## config.mk

```make
export PLATFORM = sky130hd
export DESIGN_NAME = register_file
export DESIGN_NICKNAME = d
export VERILOG_FILES = /design/src/rtl/register_file.sv
export SDC_FILE = /design/constraint.sdc
export NUM_CORES = 2
export LEC_CHECK = 0
export CAP_MARGIN = 30
export CORE_ASPECT_RATIO = 0.6
export CORE_UTILIZATION = 30
export CTS_CLUSTER_DIAMETER = 30
export DETAILED_ROUTE_END_ITERATION = 7
export PLACE_DENSITY_LB_ADDON = 0.15
export SLEW_MARGIN = 15
export SYNTH_ARGS = -nofsm -noshare
export SYNTH_HDL_FRONTEND = slang
export SYNTH_SLANG_ARGS = --single-unit
```

## constraint.sdc

```tcl
create_clock -name clk_in -period 46.9 [get_ports clk_in]
set_clock_uncertainty 0.15 [all_clocks]
set_input_delay 11.725 -clock clk_in [delete_from_list [all_inputs] [get_ports clk_in]]
set_output_delay 11.725 -clock clk_in [all_outputs]
set_load 0.01 [all_outputs]
```

## src/rtl/register_file.sv

```systemverilog
// Architectural register file with rename tags: 32 entries of value/busy/dep,
// commit write-back, rename tagging, mispredict flush and same-cycle operand bypass.
module register_file #(
  parameter int ROB_WIDTH_BIT = 5
) (
  input  logic                     clk_in,
  input  logic                     rst_in,
  input  logic                     rdy_in,
  input  logic                     clear_flag,
  input  logic [4:0]               commit_reg_id,
  input  logic [31:0]              commit_val,
  input  logic [ROB_WIDTH_BIT-1:0] commit_rob_id,
  input  logic [4:0]               new_reg_id,
  input  logic [ROB_WIDTH_BIT-1:0] new_rob_id,
  input  logic [4:0]               dec_rs1,
  input  logic [4:0]               dec_rs2,
  output logic [31:0]              rs1_val,
  output logic [31:0]              rs2_val,
  output logic                     rs1_has_dep,
  output logic                     rs2_has_dep,
  output logic [ROB_WIDTH_BIT-1:0] rs1_dep,
  output logic [ROB_WIDTH_BIT-1:0] rs2_dep,
  output logic [ROB_WIDTH_BIT-1:0] rob_rs1_id,
  output logic [ROB_WIDTH_BIT-1:0] rob_rs2_id,
  input  logic                     rob_rs1_ready,
  input  logic                     rob_rs2_ready,
  input  logic [31:0]              rob_rs1_val,
  input  logic [31:0]              rob_rs2_val
);

  typedef logic [ROB_WIDTH_BIT-1:0] rob_t;

  logic [31:0] value_q [32];
  logic [31:0] value_d [32];
  logic [31:0] busy_q;
  logic [31:0] busy_d;
  rob_t        dep_q   [32];
  rob_t        dep_d   [32];

  // Next state: commit write, then flush or rename (rename wins over commit clear)
  always_comb begin
    value_d = value_q;
    busy_d  = busy_q;
    dep_d   = dep_q;
    if (rdy_in) begin
      if (commit_reg_id != 5'd0) begin
        value_d[commit_reg_id] = commit_val;
        if (dep_q[commit_reg_id] == commit_rob_id && new_reg_id != commit_reg_id)
          busy_d[commit_reg_id] = 1'b0;
      end
      if (clear_flag) begin
        busy_d = '0;
      end else if (new_reg_id != 5'd0) begin
        busy_d[new_reg_id] = 1'b1;
        dep_d[new_reg_id]  = new_rob_id;
      end
    end
  end

  always_ff @(posedge clk_in or posedge rst_in) begin
    if (rst_in) begin
      for (int i = 0; i < 32; i++) begin
        value_q[i] <= '0;
        dep_q[i]   <= '0;
      end
      busy_q <= '0;
    end else begin
      value_q <= value_d;
      busy_q  <= busy_d;
      dep_q   <= dep_d;
    end
  end

  // Operand lookup on pre-edge state, forwarding the committing value or the ROB reply
  function automatic void read_src(
    input  logic [4:0]  rs,
    input  logic        rob_ready,
    input  logic [31:0] rob_val,
    output logic [31:0] val,
    output logic        has_dep,
    output rob_t        dep,
    output rob_t        rob_id
  );
    val     = '0;
    has_dep = 1'b0;
    dep     = '0;
    rob_id  = '0;
    if (rs != 5'd0) begin
      if (!busy_q[rs]) begin
        val = (commit_reg_id == rs) ? commit_val : value_q[rs];
      end else begin
        rob_id = dep_q[rs];
        if (dep_q[rs] == commit_rob_id) begin
          val = commit_val;
        end else if (rob_ready) begin
          val = rob_val;
        end else begin
          has_dep = 1'b1;
          dep     = dep_q[rs];
        end
      end
    end
  endfunction

  always_comb begin
    read_src(dec_rs1, rob_rs1_ready, rob_rs1_val, rs1_val, rs1_has_dep, rs1_dep, rob_rs1_id);
    read_src(dec_rs2, rob_rs2_ready, rob_rs2_val, rs2_val, rs2_has_dep, rs2_dep, rob_rs2_id);
  end

endmodule

```

==> metrics <==
Synth Instances=4630; std cell rows=roughly 140; final setup margin=17.40 ns; die width=621.3 um; largest fanout on the critical path=101; CTS Buf Count=around 250; Worst EP arrival=roughly 18 ns; Hold Vio Cnt, Final=0; Max-Slew Margin vs Limit=between 20% and 30%; Clock Pin Slew Worst Setup and Hold Paths=0.05 ns; Post-CTS Setup Inserts=0; Top Ports=218; pre-CTS WS=17.46 ns; insertion delay to the later sink of the worst-skew pair=0.85 ns; largest delay contributor family on the critical path=buffers and inverters; post-DR wirelength/cell=around 33 um; CP Launch Point=dec_rs1[0]; synth top area cells=dfrtp_1 44%, mux4_2 25%, mux2_2 19%, clkbuf_1 1.9%, mux2i_1 1.5%; Crit. End Element=output pin; measured slew at the worst slew-check pin=1.069 ns; Crit Path Category=in -> out; fraction of layout instances using a drive strength above 1=53.51%; largest net degree at the start of global routing=153; Max Cap Viol=0; Peak supply drop=0.03162 mV; Remaining DRCs=0; Post-synth top flop=dfrtp_1; clock sinks=1216; root buffer cell=clkbuf_16; CTS Buffer Depth=4; Syn Area/Cell=around 15 um2; critical-path cell list=buf_8, buf_12, mux4_2, mux4_2, mux2i_1, xnor2_2, buf_4, nand2_2, a21oi_1, a211oi_2, clkdlybuf4s50_1; Die ar.=232100 um2; Final #Nets=4842; WP buf/inv=4; Mapped Nets=4762; async set-reset flop share out of synthesis=100.0%; GRT Total Usage=22.47%; GRT overflow=0; number of hold buffers added after CTS=0; initial antenna violation count=6; core area=227200 um2; Synth Cell Area=69030 um2; first-pass GRT wire length=377.2 mm; crit-path most repeated cell=mux4_2; min-delay src=value_q[1018]; vias in the first global route=46810; Vias/cell=5.728; Power Total=~4.0 mW; quantity of gates resized following cts=0; post-route ant nets=0; worst hold path type=reg -> reg; Worst path slowest cell=a211oi_2; Worst Path Required=35.03 ns; die height=373.6 um; Synth top area share=44.08%; Synth area leader=dfrtp_1; post-synthesis sequential area ratio=44.08%; min Tclk post-route=29.50 ns; launch point of the worst reg-to-reg path=dep_q[73]; final slew viol count=0; Routed WL=261.9 mm; DRT iter0 DRCs=4045; Core Util, Final=36.68%; final setup vio count=0; #FFs+latches synth=about 1200; Initial DRT Pass Iterations=5; hpwl dp=between 150 and 200 mm; Period Utilization, post-route=62.89%; Buffers on Ports=roughly 220; Max Freq=33.90 MHz; Area Growth Syn to Fin=20.71%; fill count=21410; run status=completed; Ys Warns=0; Lkg Pwr=34.91 nW; routability cong.=0.8256; initial core utilization=between 30% and 40%; vias=45440; Post-synth EDFFs=0; Crit path largest cell delay=0.78 ns; CTS tree=yes; Synth cell types=62; H-tree depth=4; setup tns final=0 ns; Worst Setup Start Kind=primary input; RSZ-0062 raised after global routing=false; Pwr Density=roughly 48 nW/um2
## kinds of logic (layout without fill, tap and decap cells)
group	Yosys count	in the layout	share of synthesized area, %
compound gates	318	318	3.297
xor+xnor	29	29	0.3679
buf+inv	578	861	3.620
flops	1216	1216	44.08
mux	2059	2059	45.77
other cells	0	6	0
simple gates	430	430	2.866
## area by class of cell
| type | count | area [um2] | share of cell area, % |
|---|---|---|---|
| Sequential cell | 1216 | 30430 | 36.52 |
| Clock buffer | 291 | 6554 | 7.865 |
| Timing Repair Buffer | 388 | 4079 | 4.895 |
| Clock inverter | 159 | 1961 | 2.353 |
| Multi-Input combinational cell | 2836 | 36420 | 43.71 |
| Antenna cell | 6 | 15.01 | 0.01802 |
| Tap cell | 3014 | 3771 | 4.526 |
| Inverter | 23 | 98.84 | 0.1186 |
## synthesized netlist by cell type (all sizes together), types with 3 or more instances
| cell | instances |
|---|---|
| dfrtp | 1216 |
| mux2 | 1194 |
| mux4 | 758 |
| clkbuf | 341 |
| buf | 214 |
| nor2 | 165 |
| a21oi | 129 |
| nand2 | 129 |
| mux2i | 107 |
| nor3 | 42 |
| o211ai | 37 |
| a211oi | 36 |
| a2111oi | 35 |
| a22oi | 27 |
| inv | 23 |
| o21ai | 23 |
| nand3 | 15 |
| xor2 | 15 |
| xnor2 | 14 |
| nor3b | 12 |
| o31ai | 10 |
| nand2b | 9 |
| nor2b | 9 |
| nand4 | 8 |
| nor4 | 8 |
| and2 | 7 |
| nand3b | 6 |
| and3 | 4 |
| nor4b | 4 |
| a221oi | 3 |
| a22o | 3 |
| and3b | 3 |
| o22ai | 3 |
| or2 | 3 |
## per-layer routing
metal | global-route usage, % | share of wire, % | wire [um]
met1 | 32.67 | 46 | 121300
met2 | 34.08 | 45 | 117900
met3 | 4.802 | 6.3 | 16590
met4 | 5.368 | 2.3 | 6153
met5 | 0 | 0 | 0
## power by group
group	total [mW]	leakage, nW	internal, mW	switching [mW]
sequential	1.38	15.7	1.24	0.141
combinational	0.769	15.1	0.439	0.330
clock	1.81	4.13	1.18	0.635
total	3.96	34.9	2.85	1.11
## sequential cells by signal, summed over array words and instances, names as in the netlist
signal   cells
value_q   1024
dep_q      160
busy_q      32
## final timing paths
check                      cells after the start       endpoint  slack [ns]
max                                           11     rs1_val[5]       17.40
min                                            0  value_q[1018]        0.24
max reg2reg                                    9     busy_q[25]       44.03
min reg2reg                                    0  value_q[1018]        0.24
max in group asynchronous                      9    value_q[70]       31.34
min in group asynchronous                      2   value_q[874]       11.31
## stage by stage
| step | instances | hold slack (ns) | cell area (um2) |
|---|---|---|---|
| finish | 7933 | 0.2397 | 83330 |
| global route | 7928 | 0.2548 | 83320 |
| CTS | 7918 | 0.2445 | 83130 |
| detailed placement | 7468 | 0.2327 | 74610 |
| global placement | 7431 | 0.2275 | 73840 |
| floorplan | 4630 | 0.2913 | 69030 |
## layout by cell type (no fill, tap or decap), types with 12 or more instances in the layout
cell type,n
a2111oi_2,29
a211oi_1,34
a21oi_1,129
a22oi_1,27
buf_12,12
buf_16,23
buf_4,133
bufinv_16,32
clkbuf_1,21
clkbuf_16,245
clkbuf_8,26
clkdlybuf4s50_1,199
clkinv_2,40
clkinv_4,30
clkinvlp_4,26
dfrtp_1,1216
inv_1,21
inv_6,21
mux2_1,32
mux2_2,1161
mux2i_1,106
mux4_2,758
nand2_1,106
nand2_4,20
nand3_1,14
nor2_1,151
nor2_4,12
nor3_1,41
o211ai_1,37
o21ai_0,23
xnor2_1,13
xor2_1,15
Note: power is estimated with default switching activity, not from simulation.
